## src/rtl/mul_wb_hazard_ctrl.sv

```systemverilog
// Multiply issue-to-writeback sequencer, register-file write-port arbiter with the ALU, and decode hazard stalls.
// Latency: an uncontended Mul_Start at cycle t writes back at t+MUL_LATENCY; the ALU wins the port for up to MAX_DEFER cycles.
// Backpressure: Stall_D holds decode on RAW/structural hazards and Alu_Hold holds the ALU; MUL_KILL_EN adds the Mul_Kill squash.
module mul_wb_hazard_ctrl #(
  parameter int DATA_WIDTH  = 5,
  parameter int MUL_LATENCY = 4,
  parameter int MAX_DEFER   = 2
) (
  input  logic                  clk,
  input  logic                  rst_n,
  input  logic                  Mul_Start,
  input  logic [DATA_WIDTH-1:0] Mul_Rd,
  input  logic [DATA_WIDTH-1:0] D_Rs1,
  input  logic [DATA_WIDTH-1:0] D_Rs2,
  input  logic                  D_UseRs1,
  input  logic                  D_UseRs2,
  input  logic                  D_IsMul,
  input  logic                  WB_Alu_Req,
`ifdef MUL_KILL_EN
  input  logic                  Mul_Kill,
`endif
  output logic                  Stall_D,
  output logic                  Alu_Hold,
  output logic                  Mul_Busy,
  output logic                  W_RegMul,
  output logic [DATA_WIDTH-1:0] W_Rd_Mul
);

  localparam int CNT_W = $clog2(MUL_LATENCY);
  localparam int DEF_W = $clog2(MAX_DEFER + 1);

  typedef enum logic [1:0] {IDLE, BUSY, WB} state_t;

  state_t                state, state_nxt;
  logic [CNT_W-1:0]      cnt, cnt_nxt;
  logic [DEF_W-1:0]      defer, defer_nxt;
  logic [DATA_WIDTH-1:0] rd, rd_nxt;
  logic                  grant, defer_max, kill, rd_hit, raw_stall, str_stall;

  always_ff @(posedge clk) begin
    if (!rst_n) begin
      state <= IDLE;
      cnt   <= '0;
      defer <= '0;
      rd    <= '0;
    end else begin
      state <= state_nxt;
      cnt   <= cnt_nxt;
      defer <= defer_nxt;
      rd    <= rd_nxt;
    end
  end

  always_comb begin
    state_nxt = state;
    cnt_nxt   = cnt;
    defer_nxt = defer;
    rd_nxt    = rd;
    grant     = 1'b0;
    defer_max = (defer == DEF_W'(MAX_DEFER));
`ifdef MUL_KILL_EN
    kill      = Mul_Kill && (state != IDLE);
`else
    kill      = 1'b0;
`endif

    case (state)
      IDLE: begin
        if (Mul_Start) begin
          rd_nxt    = Mul_Rd;
          cnt_nxt   = CNT_W'(MUL_LATENCY - 1);
          state_nxt = BUSY;
        end
      end
      BUSY: begin
        // Leave BUSY as the count reaches zero so writeback lands exactly MUL_LATENCY cycles after issue.
        if (cnt != '0) cnt_nxt = cnt - 1'b1;
        if (cnt <= CNT_W'(1)) state_nxt = WB;
      end
      WB: begin
        grant = !WB_Alu_Req || defer_max;
        if (grant) begin
          defer_nxt = '0;
          if (Mul_Start) begin
            rd_nxt    = Mul_Rd;
            cnt_nxt   = CNT_W'(MUL_LATENCY - 1);
            state_nxt = BUSY;
          end else begin
            state_nxt = IDLE;
          end
        end else if (!defer_max) begin
          defer_nxt = defer + 1'b1;
        end
      end
      default: state_nxt = IDLE;
    endcase

    // A squash beats both the writeback grant and a back-to-back issue.
    if (kill) begin
      state_nxt = IDLE;
      cnt_nxt   = '0;
      defer_nxt = '0;
      grant     = 1'b0;
    end
  end

  always_comb begin
    rd_hit    = (rd != '0) &&
                ((D_UseRs1 && (D_Rs1 == rd)) || (D_UseRs2 && (D_Rs2 == rd)));
    raw_stall = ((state == BUSY) || ((state == WB) && !grant)) && rd_hit;
    str_stall = D_IsMul && (state != IDLE) && !((state == WB) && grant);
    Stall_D   = !kill && (raw_stall || str_stall);
    Alu_Hold  = !kill && (state == WB) && WB_Alu_Req && defer_max;
    Mul_Busy  = (state != IDLE);
    W_RegMul  = grant && (rd != '0);
    W_Rd_Mul  = W_RegMul ? rd : '0;
  end

endmodule

```

## config.mk

```make
export PLATFORM = sky130hd
export DESIGN_NAME = mul_wb_hazard_ctrl
export DESIGN_NICKNAME = d
export VERILOG_FILES = /design/src/rtl/mul_wb_hazard_ctrl.sv
export SDC_FILE = /design/constraint.sdc
export NUM_CORES = 1
export LEC_CHECK = 0
export BUFFER_PORTS_ARGS = -buffer_cell sky130_fd_sc_hd__buf_2
export CAP_MARGIN = 40
export CORE_MARGIN = 4
export CORE_UTILIZATION = 46
export DETAILED_ROUTE_END_ITERATION = 8
export GPL_ROUTABILITY_DRIVEN = 0
export HOLD_SLACK_MARGIN = 0.05
export PLACE_DENSITY = 0.85
export SLEW_MARGIN = 0
export SYNTH_ARGS = -nofsm -noshare
export SYNTH_HDL_FRONTEND = slang
export SYNTH_SLANG_ARGS = --single-unit
```

## constraint.sdc

```tcl
create_clock -name clk -period 2.17 [get_ports clk]
set_input_delay 0.651 -clock clk [delete_from_list [all_inputs] [get_ports clk]]
set_output_delay 0.651 -clock clk [all_outputs]
set_load 0.02 [all_outputs]
```

Yosys cells after proc, flatten, opt, wreduce, memory -nomap -nowiden --
Index checks and enable logic that the tools add are counted.
Operators by class: add/subtract/negate cells 2, order comparisons 1, equality and inequality tests 10, mux-type cells 16, reduce and logical (&&, ||, !) cells 28
Operator list (number):
- $mux 2 | 8
- $mux 5 | 3
- $pmux 2 s3 | 2
- $logic_and 1x1->1 | 11
- $eq 5x5->1 | 2
- $pmux 5 s2 | 1
- $ne 2x2->1 const B | 4
- $reduce_and 3->1 | 2
- $reduce_bool 2->1 | 3
- $reduce_bool 5->1 | 1
- $eq 2x2->1 const B | 2
- $logic_or 1x1->1 | 4
- $reduce_and 2->1 | 2
- $logic_not 1->1 | 3
- $reduce_bool 3->1 | 1
- $add 2x1->2 const B | 1
- $eq 2x1->1 const B | 1
- $le 2x1->1 const B | 1
- $logic_not 2->1 | 1
- $mux 1 | 2
- $ne 2x1->1 const B | 1
- $sub 2x1->2 const B | 1
Word-level totals: flip-flop bits (word level) 11, bits of input ports 22, output and inout bits 9, word-level logic and storage cells 61

Longest topological paths before layout --
Gate-level depths: netlist of the first run.
word-level depth 8, gate-level depth with buffers 7, mapped depth without buffers 6

Worst setup path before layout of the first run --
No wires, ideal clock.
kind input -> output, start in D_Rs1[3], end out Stall_D, arrival time 1.507 ns, required time 1.519 ns, slack 0.012 ns, stages on the path 4, path buffers 0, path through xor2_1 > nor4_1 > a32oi_1 > o21ai_1
On the way: cells in the longest elaborated chain, start to end 6
Ends and longest elaborated chain:
- start: declaration | line 13 | input logic [DATA_WIDTH-1:0] D_Rs1,
- $eq 5x5->1 | line 109 | ((D_UseRs1 && (D_Rs1 == rd)) || (D_UseRs2 && (D_Rs2 == rd)));
- $logic_and 1x1->1 | line 109
- $logic_or 1x1->1 | line 109
- $logic_and 1x1->1 | line 108 | rd_hit = (rd != '0) &&
- $logic_and 1x1->1 | line 110 | raw_stall = ((state == BUSY) || ((state == WB) && !grant)) && rd_hit;
- $logic_or 1x1->1 | line 112 | Stall_D = !kill && (raw_stall || str_stall);
- end: declaration | line 22 | output logic Stall_D,
No other way between the ends.

Worst setup path after layout of the first run --
start in D_Rs1[1], end out Stall_D
Same word-level chain as after synthesis.

==> results of run 1 <==
[logic make-up (layout without fill, tap and decap cells)]
group	after synthesis	count (layout)	share of synthesized area
muxes	5	5	0.0677
xor gates and xnor gates	10	10	0.118
AOI/OAI and AO/OA	13	13	0.122
adders and majority gates	3	3	0.0508
DFF	11	11	0.298
and+or+nand+nor	36	36	0.284
buffers and inverters	9	40	0.0592
[worst max-delay path, delay by kind of cell]
kind	cells	cell delay [ns]
simple gates	1	0.30
xor+xnor	1	0.13
buf+inv	2	0.25
compound gates	2	0.30
[stage by stage]
| stage | utilization | cell area [sq um] | setup slack [ns] |
|---|---|---|---|
| after floorplan | - | 739 | 0.0118 |
| after CTS | 0.617 | 930 | -0.117 |
| after detailed placement | 0.587 | 885 | -0.159 |
| after global placement | 0.587 | 885 | -0.119 |
| final | 0.656 | 988 | -0.105 |
| after global routing | 0.656 | 988 | -0.197 |
[metal layers]
layer  track usage  up-vias  routed length [um]
met3        0.0369        4                 129
met2         0.269       23                1030
met5             0        -                   0
met4        0.0806        0                  38
met1         0.147      347                 676
li1              -      350                   -
[cell type report]
class                      instances  area share
clock buffer                       4      0.0266
inverter                           5      0.0190
multi-input combinational         67       0.492
sequential                        11       0.229
tap                               16      0.0203
timing repair buffer              31       0.213
[registers in the layout, indices dropped and copies added (netlist names)]
register  count
state         2
rd            5
defer         2
cnt           2
[cells in the final DEF (no fill, tap or decap), types with 2 or more instances in the layout]
master	count
buf_2	21
nand2_1	10
xor2_1	8
dfxtp_1	8
buf_6	8
and2_1	6
nor2b_1	6
inv_1	5
mux2i_1	5
a21oi_1	3
clkbuf_4	3
nor4_1	2
xnor2_1	2
a21boi_0	2
nor2_1	2
o21ai_0	2
ha_1	2
dfxtp_2	2
buf_4	2
[worst paths after layout]
check | startpoint | slack, ns | cells past startpoint | to
worst max register to register | defer[0]$_SDFFE_PN0P_ | 0.64 | 6 | rd[0]$_SDFFE_PN0P_
worst min-delay path | cnt[0]$_SDFFE_PN0P_ | 0.56 | 2 | cnt[0]$_SDFFE_PN0P_
worst max-delay path | D_Rs1[1] | -0.10 | 6 | Stall_D
worst min register to register | cnt[0]$_SDFFE_PN0P_ | 0.56 | 2 | cnt[0]$_SDFFE_PN0P_
[repair_timing]
item / 4_1_cts / 5_1_grt
gates cloned: 0 / 0
resized for setup: 5 / 17
setup buffers: 0 / 1
endpoints found under the setup margin: 7 / 7
pin swaps: 3 / 4
[report_power, final]
part	switching (mW)	internal, mW
sequential	0.0235	0.217
combinational	0.0608	0.0696
clock	0.0647	0.0710
total	0.149	0.357
==> impl_metrics.py, run 1 <==
metrics = {
    "synth": {
        "synth_common_cells": "dfxtp_1 (11), nand2_1 (10), xor2_1 (8), and2_1 (6), nor2b_1 (6)",
        "yosysUniqueCellTypes": 33,
        "synth.avg_cell_area_sq_um": 8.50,
        "synth.most_common_cell": "dfxtp_1",
        "synthCells": 87,
        "synth-edff-count": 0,
        "syn_nets": 112,
        "yosys_most_used_dff": "dfxtp_1",
        "synth_top_area_share": 0.298,
        "synth.area.top_cells": "dfxtp_1 (30%), xor2_1 (9.5%), mux2i_1 (6.8%), and2_1 (5.1%), ha_1 (5.1%)",
        "synth_warnings": 0,
        "ys_seq_elements": 11,
        "netlist_area_sq_um": 739,
        "async_reset_ff_frac": 0,
        "ys_seq_area_frac": 0.298,
        "yosysTopAreaCell": "dfxtp_1",
    },
    "floorplan": {
        "dieWidth_um": 48.1,
        "start_util": 0.491,
        "die_y_um": 48.1,
        "io_pins": 31,
        "die_area_sq_um": 2310,
        "fp.coreArea_sq_um": 1510,
        "rows": 14,
    },
    "routing": {
        "drtIter0Drc": 11,
        "viasPerCell": 5.40,
        "vias": 724,
        "ant_nets": 0,
        "wire_per_inst_um": 14.0,
        "firstDrtPassIters": 6,
        "wl_um": 1870,
        "drc": 0,
    },
    "worst_setup_path": {
        "endpoint_kind": "output port",
        "crit_type": "in2out",
        "cp_slowest_cell": "nor4_1",
        "required_ns": 1.52,
        "crit_path_max_fanout": 1,
        "start_kind": "input pin",
        "worstPathCellList": "buf_6 -> xor2_1 -> nor4_1 -> a32oi_1 -> o21ai_1 -> buf_4",
        "arrival_ns": 1.62,
        "critPathMaxStageDelay_ns": 0.30,
    },
    "cts": {
        "clock-sinks": 11,
        "htree_levels": 1,
        "clockRootBuffer": "clkbuf_4",
        "clk_latency_ns": 0.26,
        "cts-root-to-sink-buffers": 2,
        "cts_made_buffers": 3,
        "hold_buffers": 0,
        "path_clk_slew_ns": 0.07,
        "cts_tree": "built",
    },
    "timing": {
        "fin_tns_setup_ns": -0.105,
        "worst_slack_ns": -0.105,
        "period_share": 1.05,
        "holdWs_ns": 0.560,
        "final_hold_viol_count": 0,
        "maxSlewViolCount": 0,
        "period_minus_slack_ns": 2.27,
        "max_clock_freq_ghz": 0.440,
        "setup_viol": 1,
        "worstMarginPinSlew_ns": 0.397,
        "slew_headroom": 0.735,
        "clock_skew_ns": 0.000281,
        "rsz0062_at_grt": "yes",
    },
    "cells_and_area": {
        "fin_nets": 144,
        "diodes": 0,
        "final-seq-area_sq_um": 226,
        "final_cells": 134,
        "syn_to_final_growth_pct": 33.7,
        "drive_gt1_frac": 0.373,
        "fillers": 122,
        "multi_input_area_sq_um": 487,
    },
    "placement": {
        "port-buffer-count": 30,
        "dp_hpwl_um": 1330,
        "dp_cells": 129,
    },
    "global_routing": {
        "grt_overflow": 0,
        "antenna_found_initial": 0,
        "grt_pass1_wl_um": 2320,
        "grt_pass1_vias": 587,
        "grt_usage": 0.146,
        "grt_start_max_net_pins": 12,
    },
    "power_and_ir_drop": {
        "peakVddDrop_mv": 0.280,
        "finalPower_uw": 506,
        "leakage_nw": 0.486,
        "power_density_nw_per_um2": 512,
    },
    "flow_run": {
        "maxCapViolations": 0,
    },
    "run_status": {
        "outcome": "finished, violations left",
        "violations": "setup timing",
    },
    "worst_hold_path": {
        "min_path_type": "reg2reg",
    },
}
Note: power is estimated with default switching activity, not from simulation.
==> run 2, diff against run 1 <==
--- a/config.mk
+++ b/config.mk
@@ -12,7 +12,7 @@
 export DETAILED_ROUTE_END_ITERATION = 8
 export GPL_ROUTABILITY_DRIVEN = 0
 export HOLD_SLACK_MARGIN = 0.05
-export PLACE_DENSITY = 0.85
+export PLACE_DENSITY_LB_ADDON = 0.08
 export SLEW_MARGIN = 0
 export SYNTH_ARGS = -nofsm -noshare
 export SYNTH_HDL_FRONTEND = slang
==> impl_metrics.py, run 2 (same netlist as run 1, synthesis figures left out) <==
metrics = {
    "run_status": {
        "outcome": "finished, violations left",
        "violations": "setup timing",
    },
    "cells_and_area": {
        "syn_to_final_growth_pct": 35.9,
        "drive_gt1_frac": 0.424,
        "largest_register": "rd",
        "fin_nets": 144,
        "final_cell_mix": "buf_2 (21), nand2_1 (10), xor2_1 (8), dfxtp_1 (8), buf_6 (8)",
        "layout_commonest_cell": "buf_2",
        "largest_reg_flops": 5,
        "diodes": 0,
        "fin_util": 0.667,
    },
    "worst_setup_path": {
        "startpoint": "D_Rs1[1]",
        "crit_path_max_fanout": 1,
        "crit_type": "in2out",
        "required_ns": 1.52,
        "rr_worst_depth": 7,
        "r2r_slack_ns": 0.59,
        "start_kind": "input pin",
        "endpoint_kind": "output port",
        "worstReg2RegStart": "defer[0]$_SDFFE_PN0P_",
        "arrival_ns": 1.57,
        "crit_end": "Stall_D",
        "reg2reg_to": "rd[1]$_SDFFE_PN0P_",
    },
    "flow_run": {
        "maxCapViolations": 0,
    },
    "power_and_ir_drop": {
        "power_density_nw_per_um2": 500,
        "peakVddDrop_mv": 0.422,
        "leakage_nw": 0.492,
    },
    "routing": {
        "viasPerCell": 4.98,
        "drc": 0,
        "wire_per_inst_um": 11.4,
        "firstDrtPassIters": 2,
        "wl_um": 1530,
        "ant_nets": 0,
        "drtIter0Drc": 2,
        "vias": 667,
    },
    "timing": {
        "holdWs_ns": 0.544,
        "fin_tns_setup_ns": -0.0506,
        "worst_slack_ns": -0.0506,
        "setup_viol": 1,
        "rsz0062_at_grt": "yes",
        "period_minus_slack_ns": 2.22,
        "worstMarginPinSlew_ns": 0.411,
        "max_clock_freq_ghz": 0.450,
        "final_hold_viol_count": 0,
        "maxSlewViolCount": 0,
        "period_share": 1.02,
        "slew_headroom": 0.726,
        "clock_skew_ns": 0.00594,
    },
    "floorplan": {
        "fp.coreArea_sq_um": 1510,
        "dieWidth_um": 48.1,
        "io_pins": 31,
        "rows": 14,
        "die_area_sq_um": 2310,
        "die_y_um": 48.1,
        "start_util": 0.491,
    },
    "cts": {
        "clockRootBuffer": "clkbuf_4",
        "cts_made_buffers": 3,
        "clock-sinks": 11,
        "cts_tree": "built",
        "path_clk_slew_ns": 0.07,
        "htree_levels": 1,
        "cts-root-to-sink-buffers": 2,
        "clk_latency_ns": 0.27,
    },
    "global_routing": {
        "antenna_found_initial": 0,
        "grt_start_max_net_pins": 12,
        "grt_pass1_wl_um": 2240,
        "grt_overflow": 0,
        "grt_usage": 0.139,
        "grt_pass1_vias": 585,
    },
    "worst_hold_path": {
        "min_path_type": "reg2reg",
    },
    "placement": {
        "dp_hpwl_um": 1210,
        "port-buffer-count": 30,
    },
}
==> run 2: critical path: stages <==
cell	delay, ns
buf_6	0.09
xor2_1	0.14
nor4_2	0.28
a32oi_1	0.13
o21ai_1	0.13
buf_4	0.15
==> run 2: final cells by class <==
type / count / area (sq um)
multi-input combinational: 67 / 502
fill: 139 / 502
sequential: 11 / 226
timing repair buffer: 31 / 210
clock buffer: 3 / 22.5
tap: 16 / 20.0
inverter: 5 / 18.8
clock inverter: 1 / 5.00
==> run 2: layer usage <==
metal / global-route usage / routed length, um
met2: 0.230 / 748
met3: 0.0369 / 111
met4: 0.0645 / 9
met5: 0 / 0
met1: 0.169 / 658
==> run 2: per-stage QoR <==
step                power, mW  cells  cell area (sq um)  setup slack (ns)
finish                  0.502    134               1000           -0.0506
global placement        0.355    129                885            -0.162
global route            0.534    134               1000            -0.102
floorplan               0.325     87                739            0.0118
CTS                     0.503    133                931            -0.117
detailed placement      0.359    129                885            -0.160
==> run 2: report_power, final <==
group | internal (mW) | total (mW) | switching, mW
combinational | 0.0690 | 0.127 | 0.0577
sequential | 0.217 | 0.238 | 0.0219
clock | 0.0682 | 0.137 | 0.0688
==> run 2: how the worst min path moves through the flow <==
stage          depth (start not counted)                    end  slack, ns                start
2_1_floorplan                          2  state[0]$_SDFFE_PN0P_       0.51  cnt[1]$_SDFFE_PN0P_
3_3_place_gp                           2    cnt[0]$_SDFFE_PN0P_       0.53  cnt[0]$_SDFFE_PN0P_
3_5_place_dp                           2    cnt[1]$_SDFFE_PN0P_       0.54  cnt[1]$_SDFFE_PN0P_
4_1_cts                                2    cnt[1]$_SDFFE_PN0P_       0.55  cnt[1]$_SDFFE_PN0P_
5_1_grt                                2    cnt[1]$_SDFFE_PN0P_       0.57  cnt[1]$_SDFFE_PN0P_
6_report                               2    cnt[0]$_SDFFE_PN0P_       0.54  cnt[0]$_SDFFE_PN0P_
==> run 2: what timing repair did <==
item,4_1_cts,5_1_grt
gates cloned,0,0
resized for setup,5,22
setup buffers,0,1
hold buffers,0,0
setup endpoints to repair,3,7
pin swaps,3,3
==> run 3, diff against run 2 <==
--- a/config.mk
+++ b/config.mk
@@ -17,3 +17,4 @@
 export SYNTH_ARGS = -nofsm -noshare
 export SYNTH_HDL_FRONTEND = slang
 export SYNTH_SLANG_ARGS = --single-unit
+export TNS_END_PERCENT = 30
==> impl_metrics.py, run 3 (same netlist as run 1, synthesis figures left out) <==
metrics = {
    "timing": {
        "rsz0062_at_grt": "yes",
        "worst_slack_ns": -0.0440,
        "holdWs_ns": 0.544,
        "setup_viol": 1,
        "clock_skew_ns": 0.00636,
        "final_hold_viol_count": 0,
        "period_minus_slack_ns": 2.21,
        "worstMarginPinSlew_ns": 0.411,
        "slew_headroom": 0.726,
        "period_share": 1.02,
        "maxSlewViolCount": 0,
        "max_clock_freq_ghz": 0.452,
    },
    "worst_setup_path": {
        "worstReg2RegStart": "defer[0]$_SDFFE_PN0P_",
        "rr_worst_depth": 7,
        "arrival_ns": 1.56,
        "reg2reg_to": "rd[1]$_SDFFE_PN0P_",
        "start_kind": "input pin",
        "r2r_slack_ns": 0.59,
        "worstPathCellList": "buf_6 -> xor2_1 -> nor4_2 -> a32oi_1 -> o21ai_1 -> buf_4",
        "required_ns": 1.52,
        "crit_type": "in2out",
        "endpoint_kind": "output port",
        "critPathMaxStageDelay_ns": 0.28,
        "cp_slowest_cell": "nor4_2",
        "crit_path_max_fanout": 1,
    },
    "cells_and_area": {
        "diodes": 0,
        "layout_commonest_cell": "buf_2",
        "final_cell_mix": "buf_2 (26), nand2_1 (10), xor2_1 (8), dfxtp_1 (8)",
        "largest_register": "rd",
        "largest_reg_flops": 5,
        "syn_to_final_growth_pct": 30.5,
        "fin_util": 0.640,
        "fin_nets": 144,
        "drive_gt1_frac": 0.390,
    },
    "global_routing": {
        "grt_pass1_wl_um": 2240,
        "grt_start_max_net_pins": 12,
        "grt_usage": 0.139,
        "grt_pass1_vias": 585,
        "antenna_found_initial": 0,
        "grt_overflow": 0,
    },
    "routing": {
        "wl_um": 1520,
        "ant_nets": 0,
        "vias": 666,
        "drc": 0,
        "drtIter0Drc": 2,
        "viasPerCell": 4.97,
        "wire_per_inst_um": 11.3,
        "firstDrtPassIters": 2,
    },
    "worst_hold_path": {
        "hold_depth": 2,
        "min_from": "cnt[0]$_SDFFE_PN0P_",
        "hold_path_end": "cnt[0]$_SDFFE_PN0P_",
        "min_path_type": "reg2reg",
    },
    "cts": {
        "clockRootBuffer": "clkbuf_4",
        "clk_latency_ns": 0.27,
        "cts_made_buffers": 3,
        "cts-root-to-sink-buffers": 2,
        "hold_buffers": 0,
        "htree_levels": 1,
        "path_clk_slew_ns": 0.07,
        "cts_tree": "built",
        "clock-sinks": 11,
    },
    "placement": {
        "port-buffer-count": 30,
        "dp_hpwl_um": 1210,
    },
    "power_and_ir_drop": {
        "leakage_nw": 0.485,
        "peakVddDrop_mv": 0.422,
        "power_density_nw_per_um2": 518,
    },
    "floorplan": {
        "io_pins": 31,
        "fp.coreArea_sq_um": 1510,
        "dieWidth_um": 48.1,
        "die_y_um": 48.1,
        "start_util": 0.491,
        "rows": 14,
        "die_area_sq_um": 2310,
    },
    "flow_run": {
        "maxCapViolations": 0,
    },
    "run_status": {
        "outcome": "finished, violations left",
        "violations": "setup timing",
    },
}
[run 3: cell counts in the layout (fill, tap and decap cells not counted)]
Identical to the previous run, type by type.
[run 3: final cells by class]
cell class	instances	area, sq um
well taps	16	20.0
flip-flops and latches	11	224
clock inverters	1	5.00
multi-input cells	67	492
repair buffers	31	183
clock buffers	3	22.5
fillers	143	542
inverters	5	18.8
[run 3: per-stage QoR]
step	cell area [sq um]	std cells	setup TNS [ns]	total power, mW	worst slack, ns
5_1_grt	965	134	-0.310	0.532	-0.102
2_1_floorplan	739	87	0	0.325	0.0118
6_report	965	134	-0.0440	0.500	-0.0440
4_1_cts	931	133	-0.117	0.503	-0.117
3_3_place_gp	885	129	-0.162	0.355	-0.162
3_5_place_dp	885	129	-0.160	0.359	-0.160
[run 3: worst max path at each step]
stage	start	end	slack [ns]	cells past startpoint
2_1_floorplan	D_Rs1[3]	Stall_D	0.01	4
3_3_place_gp	D_Rs1[3]	Stall_D	-0.16	6
3_5_place_dp	D_Rs1[3]	Stall_D	-0.16	6
4_1_cts	D_Rs1[1]	Stall_D	-0.12	6
5_1_grt	defer[0]$_SDFFE_PN0P_	Stall_D	-0.10	7
6_report	D_Rs1[1]	Stall_D	-0.04	6
[run 3: power breakdown]
group / switching, mW / total, mW / internal [mW]
logic: 0.0570 / 0.125 / 0.0675
clock network: 0.0684 / 0.137 / 0.0682
registers: 0.0215 / 0.239 / 0.217
[run 3: timing repair]
action,CTS,global route
setup endpoints to repair,3,7
hold endpoints to repair,0,0
pin swaps,3,1
buffers inserted,0,1
gates resized for setup,5,8
[run 3: critical path: cells and delay by family]
kind / cells / cell delay, ns
AO/OA/AOI/OAI: 2 / 0.26
buffers and inverters: 2 / 0.24
XOR/XNOR: 1 / 0.14
AND/OR/NAND/NOR: 1 / 0.28
[run 3: layer usage]
layer,track usage,wire [um],vias up
li1,-,-,351
met1,0.169,660,295
met2,0.230,736,18
met3,0.0369,114,2
met4,0.0645,9,0
met5,0,0,-
